$ cat config.mk
export PLATFORM = sky130hd
export DESIGN_NAME = rf_write_arb
export DESIGN_NICKNAME = d
export VERILOG_FILES = /design/src/rtl/rf_write_arb.sv
export SDC_FILE = /design/constraint.sdc
export NUM_CORES = 1
export LEC_CHECK = 0
export BUFFER_PORTS_ARGS = -buffer_cell sky130_fd_sc_hd__clkbuf_2
export CAP_MARGIN = 20
export CORE_AREA = 2 2 130 132
export CTS_CLUSTER_SIZE = 10
export DETAILED_ROUTE_END_ITERATION = 7
export DIE_AREA = 0 0 132 134
export PLACE_DENSITY = 0.68
export SYNTH_ARGS = -nofsm -noshare
export SYNTH_HDL_FRONTEND = slang
export SYNTH_SLANG_ARGS = --single-unit
$ cat constraint.sdc
create_clock -name clk -period 4.8 [get_ports clk]
set_clock_uncertainty 0.05 [all_clocks]
set_input_delay 0.96 -clock clk [delete_from_list [all_inputs] [get_ports clk]]
set_output_delay 0.96 -clock clk [all_outputs]
set_load 0.1 [all_outputs]
$ cat src/rtl/rf_write_arb.sv
// Register-file write-port arbiter: mem beats ex beats a 2-entry multiplier queue.
// A starvation counter forces the queue head through, and pend_mask keeps mem/ex writes in WAW order.
module rf_write_arb #(
  parameter int FIFO_DEPTH = 2,
  parameter int STARVE_MAX = 3
) (
  input  logic        clk,
  input  logic        Nrst,
  input  logic        mem_valid_i,
  input  logic [3:0]  mem_reg_i,
  input  logic [31:0] mem_data_i,
  output logic        mem_ready_o,
  input  logic        ex_valid_i,
  input  logic [3:0]  ex_reg_i,
  input  logic [31:0] ex_data_i,
  output logic        ex_ready_o,
  input  logic        mul_valid_i,
  input  logic [3:0]  mul_reg_i,
  input  logic [31:0] mul_data_i,
  output logic        mul_ready_o,
  output logic        write_o,
  output logic [3:0]  write_reg_o,
  output logic [31:0] write_data_o,
  output logic [15:0] pend_mask_o,
  output logic [1:0]  mul_cnt_o
);

  localparam logic [1:0] StarveMax = 2'(STARVE_MAX);
  localparam logic [1:0] QueueDepth = 2'(FIFO_DEPTH);

  logic [3:0]  qReg_q  [2];
  logic [31:0] qData_q [2];
  logic [3:0]  qReg_d  [2];
  logic [31:0] qData_d [2];
  logic [1:0]  cnt_q, cnt_d;
  logic [1:0]  starve_q, starve_d;
  logic        write_q, write_d;
  logic [3:0]  writeReg_q, writeReg_d;
  logic [31:0] writeData_q, writeData_d;

  logic        qNonEmpty;
  logic        forceMul;
  logic [15:0] pendMask;
  logic        memReady, memWin;
  logic        exReady, exWin;
  logic        headWin;
  logic        mulReady, enq;
  logic [1:0]  afterDeq;

  assign qNonEmpty = (cnt_q != 2'd0);
  assign forceMul  = qNonEmpty && (starve_q == StarveMax);

  // Entry 0 is always the head; entry 1 is valid only when two are queued.
  always_comb begin
    pendMask = '0;
    if (cnt_q >= 2'd1) pendMask[qReg_q[0]] = 1'b1;
    if (cnt_q == 2'd2) pendMask[qReg_q[1]] = 1'b1;
  end

  // Readies look only at the other channels and at pend_mask, never at their own valid.
  assign memReady = !forceMul && !pendMask[mem_reg_i];
  assign memWin   = mem_valid_i && memReady;
  assign exReady  = !forceMul && !memWin && !pendMask[ex_reg_i];
  assign exWin    = ex_valid_i && exReady;
  assign headWin  = qNonEmpty && !memWin && !exWin;
  assign mulReady = (cnt_q < QueueDepth);
  assign enq      = mul_valid_i && mulReady;
  assign afterDeq = cnt_q - {1'b0, headWin};

  always_comb begin
    qReg_d  = qReg_q;
    qData_d = qData_q;
    if (headWin) begin
      qReg_d[0]  = qReg_q[1];
      qData_d[0] = qData_q[1];
    end
    if (enq) begin
      qReg_d[afterDeq[0]]  = mul_reg_i;
      qData_d[afterDeq[0]] = mul_data_i;
    end
    cnt_d = afterDeq + {1'b0, enq};
  end

  always_comb begin
    starve_d = starve_q;
    if (!qNonEmpty || headWin) begin
      starve_d = 2'd0;
    end else if (starve_q != StarveMax) begin
      starve_d = starve_q + 2'd1;
    end
  end

  // The data registers hold their last value when nobody wins.
  always_comb begin
    write_d     = memWin || exWin || headWin;
    writeReg_d  = writeReg_q;
    writeData_d = writeData_q;
    if (memWin) begin
      writeReg_d  = mem_reg_i;
      writeData_d = mem_data_i;
    end else if (exWin) begin
      writeReg_d  = ex_reg_i;
      writeData_d = ex_data_i;
    end else if (headWin) begin
      writeReg_d  = qReg_q[0];
      writeData_d = qData_q[0];
    end
  end

  always_ff @(posedge clk or negedge Nrst) begin
    if (!Nrst) begin
      qReg_q[0]   <= '0;
      qReg_q[1]   <= '0;
      qData_q[0]  <= '0;
      qData_q[1]  <= '0;
      cnt_q       <= '0;
      starve_q    <= '0;
      write_q     <= 1'b0;
      writeReg_q  <= '0;
      writeData_q <= '0;
    end else begin
      qReg_q      <= qReg_d;
      qData_q     <= qData_d;
      cnt_q       <= cnt_d;
      starve_q    <= starve_d;
      write_q     <= write_d;
      writeReg_q  <= writeReg_d;
      writeData_q <= writeData_d;
    end
  end

  assign mem_ready_o  = memReady;
  assign ex_ready_o   = exReady;
  assign mul_ready_o  = mulReady;
  assign write_o      = write_q;
  assign write_reg_o  = writeReg_q;
  assign write_data_o = writeData_q;
  assign pend_mask_o  = pendMask;
  assign mul_cnt_o    = cnt_q;

endmodule

==> flow_summary.yaml, run 1 <==
finish:
  syn_to_final_growth_pct: 25.96
  design_area_um2: 8105
  multi_input_area_um2: 3358
  num-nets-final: 912
  drive_gt1_share_pct: 35.19
  regArea_um2: 2833
  diodes: 0
  n_fill_cell: 1562
grt:
  grtUsageTotal_pct: 21.48
  grt_pass1_vias: 5526
  gr-total-overflow: 0
  grt_pass1_wl_um: 30000
  grt_max_degree: 78
  antenna_found_initial: 2
synth:
  async_flop_share_pct: 100.0
  synth.top_cells.by_area: "dfrtp_1, mux2_2, mux2i_1, nand2_1, o211ai_1"
  synth_edf_count: 0
  syn_inst: 649
  ys_types: 55
  syn_avg_cell_area_um2: 9.915
  syn-cell-area_um2: 6435
  synth_area_leader_cell: "dfrtp_1"
  ys_seq_area_share_pct: 43.94
  netlist.area_leader.share_pct: 43.94
  synth_ff_type: "dfrtp_1"
  yosys_warnings: 0
  synth.ff_latch_count: 113
  synth_nets: 764
route:
  drc: 0
  wl_um: 18850
  dr_total_vias: 5662
  first_pass_iters: 7
  wl_per_cell_um: 18.30
  ant_nets: 0
  via_per_inst: 5.497
  drtIter0Drc: 393
floorplanning:
  die_y_um: 134
  ios: 171
  die-area_um2: 17690
  core_area_um2: 16290
  rows: 47
  initial_core_util_pct: 39.50
  die_width_um: 132
clock_tree:
  cts_resized: 0
  clk_latency_ns: 0.42
  cts_tree: "done"
  postCtsHoldBufs: 0
  cts_setup_buffers: 0
  path_clk_slew_ns: 0.06
  cts_inserted_buffers: 17
  cts_buffer_depth: 2
  cts_root_buf: "clkbuf_16"
  htreeDepth: 4
  cts_sinks: 113
critical_path:
  cp.arrival_ns: 3.30
  critical_path_class: "reg2out"
  cp.required_ns: 3.79
  worstPathMaxFanout: 14
  startpoint_type: "flop"
  worst_setup_path_end_kind: "primary output"
place:
  postPlaceCellArea_um2: 7482
  hpwl_um: 13110
  place.gp.congestion: 0.8910
  numPortBuffers: 170
power:
  p_switching_uw: 3605
  worst_ir_drop_vdd_uv: 383.3
  intPower_uw: 3203
  p_seq_share_pct: 26.4
  p_leak_uw: 0.003594
  clockPowerShare_pct: 18.4
  p_comb_share_pct: 55.1
  switching_share_pct: 52.96
  powerDensity_nw_per_um2: 840.0
timing:
  final.setup.tns_ns: 0
  relSlewSlack_pct: 51.47
  finalHoldViolations: 0
  tightest_slew_ns: 0.7279
  fmax_mhz: 232.1
  post-route-period-util_pct: 89.78
  hold-worst-slack_ns: 0.3241
  setup_viol: 0
  rsz0062_at_grt: "no"
  period_needed_ns: 4.309
  slew_violations: 0
run_status:
  status: "complete, no violations"
min_path:
  hp-class: "in2async"
run:
  maxCapViolations: 0
## logic make-up (layout without fill, tap and decap cells)
family          Yosys count  after routing  synth area share (%)
simple gates            209            209                 17.29
fa+ha+maj                 2              2                0.3888
buf+inv                  66            227                 5.794
mux                      72             72                 11.88
flops                   113            113                 43.94
xor+xnor                  1              1                0.1361
compound gates          186            186                 20.57
## power groups by stage
stage | sequential, µW | combinational (µW) | clock, µW
finish | 1800 | 3750 | 1260
global route | 1860 | 3990 | 1320
CTS | 1790 | 3760 | 1280
detailed placement | 1800 | 3750 | 0
global placement | 1780 | 3720 | 0
floorplan | 2870 | 1960 | 0
## metal layers
metal,up-vias,part of all wire (%),global-route usage (%)
met3,38,5.9,6.047
met1,2721,46,29.78
met5,-,0.16,0
met2,176,46,31.92
li1,2723,-,-
met4,4,2.4,8.333
## metrics by stage
stage | total power, µW | utilization (%) | setup slack [ns] | instances
detailed placement | 5559 | 45.93 | 0.8654 | 997
global placement | 5499 | 45.93 | 0.8595 | 997
floorplan | 4826 | - | 0.1250 | 649
global route | 7176 | 49.76 | 0.2999 | 1030
finish | 6808 | 49.76 | 0.4907 | 1030
CTS | 6833 | 49.59 | 0.4809 | 1029
## layout make-up
class                           instances  share of cell area [%]
Inverter                                8                  0.3705
Tap cell                              220                   3.396
Multi-Input combinational cell        470                   41.43
Timing Repair Buffer                  187                   12.50
Sequential cell                       113                   34.95
Clock inverter                         14                   1.930
Clock buffer                           18                   5.418
## critical path, stage by stage, from the launching register on
cell and delay, ns:
dfrtp_4 0.54, or2_2 0.40, a32oi_1 0.23, buf_4 0.15
nor3b_1 0.04, a311o_1 0.36, nor4_4 0.51, and2_1 0.20
clkbuf_2 0.45
## worst paths after layout
path                                                end  cells after the start                   startpoint  slack, ns
max in group asynchronous   write_data_o[6]$_DFFE_PN0P_                      3                         Nrst       3.45
hold reg to reg             write_data_o[1]$_DFFE_PN0P_                      2  write_data_o[1]$_DFFE_PN0P_       0.44
setup reg to reg                                   flop                     12       mul_cnt_o[0]$_DFF_PN0_       0.92
hold / removal             write_data_o[17]$_DFFE_PN0P_                      1                         Nrst       0.32
min in group clk            write_data_o[1]$_DFFE_PN0P_                      2  write_data_o[1]$_DFFE_PN0P_       0.44
setup / recovery                             ex_ready_o                      8       mul_cnt_o[1]$_DFF_PN0_       0.49
## cells in the mapped netlist, types with 3 or more instances
library cell  instances
nor2_1               11
buf_2                 4
o32ai_1               4
nand3_1              37
buf_4                10
nand2b_1             10
nand2_1              82
a31oi_1              37
buf_6                11
dfrtp_1             113
clkbuf_1             29
o21ai_1              10
mux2i_1              37
inv_1                 8
or2_2                 5
nor2b_1               6
a32o_1                3
o21ai_0              28
buf_1                 4
o22ai_1              12
o211ai_1             37
a211oi_1             36
mux2_2               35
and2_1               38
## cell usage in the layout, fill, tap and decap left out, types with 3 or more instances in the layout
master | synthesis | routed
a211oi_1 | 36 | 36
a31oi_1 | 37 | 36
a32o_1 | 3 | 3
and2_1 | 38 | 38
buf_4 | 10 | 16
clkbuf_16 | 0 | 17
clkbuf_2 | 0 | 169
clkinv_4 | 0 | 5
dfrtp_1 | 113 | 111
inv_1 | 8 | 8
inv_6 | 0 | 4
mux2_2 | 35 | 35
mux2i_1 | 37 | 37
nand2_1 | 82 | 82
nand2b_1 | 10 | 10
nand3_1 | 37 | 36
nor2_1 | 11 | 10
nor2b_1 | 6 | 6
o211ai_1 | 37 | 37
o21ai_0 | 28 | 28
o21ai_1 | 10 | 10
o22ai_1 | 12 | 8
o22ai_2 | 1 | 3
o32ai_4 | 0 | 4
or2_2 | 5 | 6
Power figures use the tool's default switching activity.
==> run 2: changes to the inputs <==
==> config.mk (replaced) <==
export PLATFORM = sky130hd
export DESIGN_NAME = rf_write_arb
export DESIGN_NICKNAME = d
export VERILOG_FILES = /design/src/rtl/rf_write_arb.sv
export SDC_FILE = /design/constraint.sdc
export NUM_CORES = 1
export LEC_CHECK = 0
export ABC_AREA = 1
export BUFFER_PORTS_ARGS = -buffer_cell sky130_fd_sc_hd__clkbuf_2
export CAP_MARGIN = 20
export CORE_AREA = 2 2 133 135
export CTS_CLUSTER_SIZE = 10
export DETAILED_ROUTE_END_ITERATION = 7
export DIE_AREA = 0 0 135 137
export PLACE_DENSITY = 0.67
export SYNTH_ARGS = -nofsm -noshare
export SYNTH_HDL_FRONTEND = slang
export SYNTH_SLANG_ARGS = --single-unit
==> flow_summary.yaml, run 2 <==
finish:
  diodes: 0
  instances_no_fill: 1302
  drive_gt1_share_pct: 24.61
  num-nets-final: 1179
  syn_to_final_growth_pct: 23.37
  final_cell_mix: "nand2_1, clkbuf_2, nand3_1"
  final_common_cell: "nand2_1"
min_path:
  hp-class: "reg2reg"
  hold_depth: 1
synth:
  yosys_warnings: 0
  synth.ff_latch_count: 113
  synth.most_common_cell: "nand2_1"
  synth.top_cells.by_area: "dfrtp_1, nand2_1, nand3_1, nand4_1, mux2_2"
  synthMuxAreaShare_pct: 5.410
  syn-cell-area_um2: 6660
  synth_xor_area_share_pct: 0
  ys_types: 23
  synth_ff_type: "dfrtp_1"
  yosys.area_share.simple_pct: 42.18
  syn_inst: 923
  synth_area_leader_cell: "dfrtp_1"
  synth_nets: 1038
  async_flop_share_pct: 100.0
  ys_seq_area_share_pct: 42.46
  netlist.area_leader.share_pct: 42.46
  synth_edf_count: 0
  synth-adder-area-share_pct: 0.3757
  yosys-top-cells-count: "nand2_1, nand3_1, dfrtp_1"
  synth_compound_area_share_pct: 1.634
  syn_avg_cell_area_um2: 7.216
  synth_top_family_by_area: "simple AND/OR/NAND/NOR gates"
route:
  dr_total_vias: 6804
  wl_um: 22040
  first_pass_iters: 5
  drc: 0
  via_per_inst: 5.226
  drtIter0Drc: 610
  wl_per_cell_um: 16.93
  ant_nets: 0
timing:
  tightest_slew_ns: 0.9363
  slew_violations: 0
  setup_slack_ns: 0.6121
  relSlewSlack_pct: 37.58
  rsz0062_at_grt: "no"
  finalHoldViolations: 0
  hold-worst-slack_ns: 0.4122
  setup_viol: 0
  post-route-period-util_pct: 87.25
  period_needed_ns: 4.188
  fmax_mhz: 238.8
  final.setup.tns_ns: 0
power:
  p_comb_share_pct: 55.3
  p_leak_uw: 0.004521
  p_seq_share_pct: 25.9
  switching_share_pct: 54.86
  total_power_uw: 6790
  p_switching_uw: 3725
  powerDensity_nw_per_um2: 826.4
  clockPowerShare_pct: 18.7
  worst_ir_drop_vdd_uv: 459.9
  intPower_uw: 3065
grt:
  grt_pass1_vias: 6189
  gr-total-overflow: 0
  antenna_found_initial: 0
  grt_pass1_wl_um: 34110
  grtUsageTotal_pct: 23.78
  grt_max_degree: 102
critical_path:
  crit_path_frequent_cell: "nand3_1"
  cp_top_family: "simple AND/OR/NAND/NOR gates"
  worstPathBufferInverterCount: 2
  cp.arrival_ns: 3.18
  max_stage_delay_ns: 0.48
  cp_num_cells: 11
  cp.required_ns: 3.79
  crit_chain: "inv_2, nand2_1, nand3_1, nand3_1, nand3_1, nand3_1, nand3_1, nand3_1, nor2_1, nor2_1, clkbuf_2"
  worstPathMaxFanout: 11
  startpoint_type: "flop"
  worst_setup_path_end_kind: "primary output"
  cp_slowest_cell: "dfrtp_1"
  reg2reg_depth: 15
  critical_path_class: "reg2out"
clock_tree:
  cts_inserted_buffers: 17
  cts_sinks: 113
  cts_buffer_depth: 2
  htreeDepth: 4
  clk_latency_ns: 0.42
  cts_setup_buffers: 0
  cts_tree: "done"
  cts_root_buf: "clkbuf_16"
  cts_resized: 0
  postCtsHoldBufs: 0
  path_clk_slew_ns: 0.05
run:
  maxCapViolations: 0
floorplanning:
  initial_core_util_pct: 39.05
  die_y_um: 137
  ios: 171
  die-area_um2: 18500
  die_width_um: 135
  core_area_um2: 17060
  rows: 48
place:
  place.gp.congestion: 0.9084
  hpwl_um: 15270
  pre_cts_ws_ns: 0.8703
  place_inst: 1270
  numPortBuffers: 170
run_status:
  status: "complete, no violations"
==> run 2: power groups by stage <==
stage | registers, µW | logic (µW) | clock network (µW)
after floorplan | 2870 | 1870 | 0
after global placement | 1750 | 3720 | 0
after detailed placement | 1760 | 3740 | 0
after CTS | 1750 | 3760 | 1290
after global routing | 1820 | 4040 | 1350
final | 1760 | 3760 | 1270
==> run 2: worst register-to-register path, cell delays in order (launching register included) <==
cell	delay [ns]
dfrtp_1	0.50
inv_2	0.10
nand2_1	0.38
nand3_1	0.27
nand3_1	0.15
nand3_1	0.09
nand3_1	0.09
nand3_1	0.15
nand4_4	0.17
o21ai_2	0.12
nand2_1	0.09
buf_4	0.39
nand3_1	0.50
buf_4	0.43
nand2_1	0.11
nand2_1	0.05
==> run 2: area by class of cell <==
class | count | area [µm²]
clock buffer | 18 | 429.2
clock inverter | 14 | 165.2
fill | 1732 | 8840
inverter | 64 | 240.2
multi-input combinational | 685 | 3322
sequential | 113 | 2828
tap | 225 | 281.5
timing repair buffer | 183 | 950.9
==> run 2: through the flow <==
| stage | cell area [µm²] | util, % |
|---|---|---|
| after floorplan | 6660 | - |
| after global placement | 7622 | 44.69 |
| after detailed placement | 7622 | 44.69 |
| after CTS | 8217 | 48.17 |
| after global routing | 8217 | 48.17 |
| final | 8217 | 48.17 |
==> run 2: path summary, 6_finish.rpt <==
kind	slack, ns	end	start
min	0.41	starve_q[0]$_DFFE_PN0P_	starve_q[0]$_DFFE_PN0P_
min reg2reg	0.41	starve_q[0]$_DFFE_PN0P_	starve_q[0]$_DFFE_PN0P_
max in group asynchronous	3.15	write_data_o[29]$_DFFE_PN0P_	Nrst
max	0.61	ex_ready_o	mul_cnt_o[1]$_DFF_PN0_
max reg2reg	1.06	qData_q[52]$_DFF_PN0_	mul_cnt_o[1]$_DFF_PN0_
min in group asynchronous	0.59	asynchronous set/reset pin	Nrst
==> run 2: cells by family after synthesis <==
kind of cell / after synthesis
buffers and inverters: 125
flip-flops: 113
AO/OA/AOI/OAI: 21
AND/OR/NAND/NOR: 630
multiplexers: 32
adder cells (fa/ha/maj): 2
==> run 2: layer usage <==
metal,global-route usage [%],wire length [µm],vias to the layer above
met5,0,0,-
met4,5.961,236,0
met3,4.481,1531,19
met2,34.52,9841,273
met1,36.27,10430,3185
li1,-,-,3327
==> run 3: changes to the inputs <==
--- a/config.mk
+++ b/config.mk
@@ -13,6 +13,7 @@
 export DETAILED_ROUTE_END_ITERATION = 7
 export DIE_AREA = 0 0 135 137
 export PLACE_DENSITY = 0.67
+export REMOVE_ABC_BUFFERS = 1
 export SYNTH_ARGS = -nofsm -noshare
 export SYNTH_HDL_FRONTEND = slang
 export SYNTH_SLANG_ARGS = --single-unit
==> flow_summary.yaml, run 3 (synthesis results as in run 2) <==
critical_path:
  cp_slowest_cell: "dfrtp_1"
  startpoint_type: "flop"
  worstPathMaxFanout: 11
  crit_path_frequent_cell: "nand3_1"
  worst_setup_path_end_kind: "primary output"
  cp_top_family: "simple AND/OR/NAND/NOR gates"
  cp.required_ns: 3.79
  crit_chain: "inv_2, nand2_1, nand3_1, nand3_1, nand3_1, nand3_1, nand3_1, nand3_1, nor2_1, nor2_1, clkbuf_2"
  max_stage_delay_ns: 0.47
  cp.arrival_ns: 3.05
  worstPathBufferInverterCount: 2
  critical_path_class: "reg2out"
finish:
  multi_input_area_um2: 3347
  final_common_cell: "nand2_1"
  design_area_um2: 8308
  diodes: 0
  regArea_um2: 2828
  n_fill_cell: 1722
  drive_gt1_share_pct: 24.95
  instances_no_fill: 1303
  num-nets-final: 1180
  final_cell_mix: "nand2_1, clkbuf_2, nand3_1"
  syn_to_final_growth_pct: 24.74
floorplanning:
  die_y_um: 137
  die-area_um2: 18500
  die_width_um: 135
  initial_core_util_pct: 39.05
  core_area_um2: 17060
  rows: 48
  ios: 171
route:
  wl_per_cell_um: 15.80
  wl_um: 20590
  via_per_inst: 5.157
  drtIter0Drc: 503
  ant_nets: 0
  dr_total_vias: 6719
  first_pass_iters: 5
  drc: 0
timing:
  post-route-period-util_pct: 84.54
  period_needed_ns: 4.058
  finalHoldViolations: 0
  rsz0062_at_grt: "no"
  fmax_mhz: 246.4
  setup_slack_ns: 0.7423
  setup_viol: 0
  slew_violations: 0
  relSlewSlack_pct: 46.80
  tightest_slew_ns: 0.7979
clock_tree:
  cts_setup_buffers: 0
  cts_buffer_depth: 2
  postCtsHoldBufs: 0
  cts_inserted_buffers: 17
  path_clk_slew_ns: 0.05
  cts_resized: 0
  cts_tree: "done"
  cts_sinks: 113
  clk_latency_ns: 0.41
  htreeDepth: 4
  cts_root_buf: "clkbuf_16"
place:
  pre_cts_ws_ns: 0.8888
  postPlaceCellArea_um2: 7680
  place.gp.congestion: 0.9386
  place_inst: 1271
  numPortBuffers: 170
  hpwl_um: 13900
grt:
  antenna_found_initial: 2
  grtUsageTotal_pct: 22.88
  grt_pass1_wl_um: 33230
  grt_pass1_vias: 6491
  gr-total-overflow: 0
  grt_max_degree: 74
run_status:
  status: "complete, no violations"
min_path:
  hp-class: "reg2reg"
power:
  p_leak_uw: 0.004538
  worst_ir_drop_vdd_uv: 505.9
  powerDensity_nw_per_um2: 819.5
run:
  maxCapViolations: 0
## run 3: cell count changes in the layout (fill, tap and decap cells not counted), sizes merged
cell | before | now
clkinv | 9 | 4
clkinvlp | 2 | 5
bufinv | 3 | 4
clkbuf | 187 | 188
buf | 14 | 15
## run 3: worst reg2reg max path, stage by stage, from the launching register on
cell     delay (ns)
dfrtp_1        0.47
inv_2          0.13
nand2_1        0.27
nand3_1        0.26
nand3_1        0.10
nand3_1        0.08
nand3_1        0.10
nand3_1        0.16
nand4_4        0.29
o21ai_2        0.25
nand2_2        0.11
nand2_1        0.11
ha_2           0.52
buf_12         0.25
mux2_2         0.36
## run 3: routing by layer
metal / vias to the layer above / global-route usage [%] / wire length [µm]
met5: - / 0 / 24
met4: 4 / 8.681 / 454
met3: 35 / 5.519 / 1550
met2: 258 / 35.96 / 9344
met1: 3103 / 30.65 / 9218
li1: 3319 / - / -
## run 3: final timing paths
kind | depth (start not counted) | startpoint | slack [ns] | to
min | 1 | starve_q[0]$_DFFE_PN0P_ | 0.38 | starve_q[0]$_DFFE_PN0P_
max | 11 | mul_cnt_o[1]$_DFF_PN0_ | 0.74 | ex_ready_o
min in group asynchronous | 1 | Nrst | 0.57 | asynchronous set/reset pin
min reg2reg | 1 | starve_q[0]$_DFFE_PN0P_ | 0.38 | starve_q[0]$_DFFE_PN0P_
max reg2reg | 14 | mul_cnt_o[1]$_DFF_PN0_ | 1.17 | flop
max in group asynchronous | 2 | Nrst | 3.13 | mul_cnt_o[1]$_DFF_PN0_
## run 3: layout make-up
class,count,share of cell area (%)
clock buffer,19,5.331
clock inverter,13,2.229
inverter,64,2.892
multi-input combinational,685,40.29
sequential,113,34.04
tap,225,3.389
timing repair buffer,184,11.84
## run 3: where the power goes
group	internal [µW]	leakage [µW]	switching, µW
Sequential	1430	0.00137	304
Clock	881	0.000292	453
Combinational	837	0.00287	2900
## run 3: through the flow
step / hold WS [ns] / total power (µW) / setup TNS [ns] / utilization, %
2_1_floorplan: 0.3580 / 4634 / -307.90 / -
3_3_place_gp: 0.3777 / 5444 / 0 / 45.03
3_5_place_dp: 0.3738 / 5486 / 0 / 45.03
4_1_cts: 0.3811 / 6847 / 0 / 48.71
5_1_grt: 0.4123 / 7235 / 0 / 48.71
6_report: 0.3798 / 6808 / 0 / 48.71
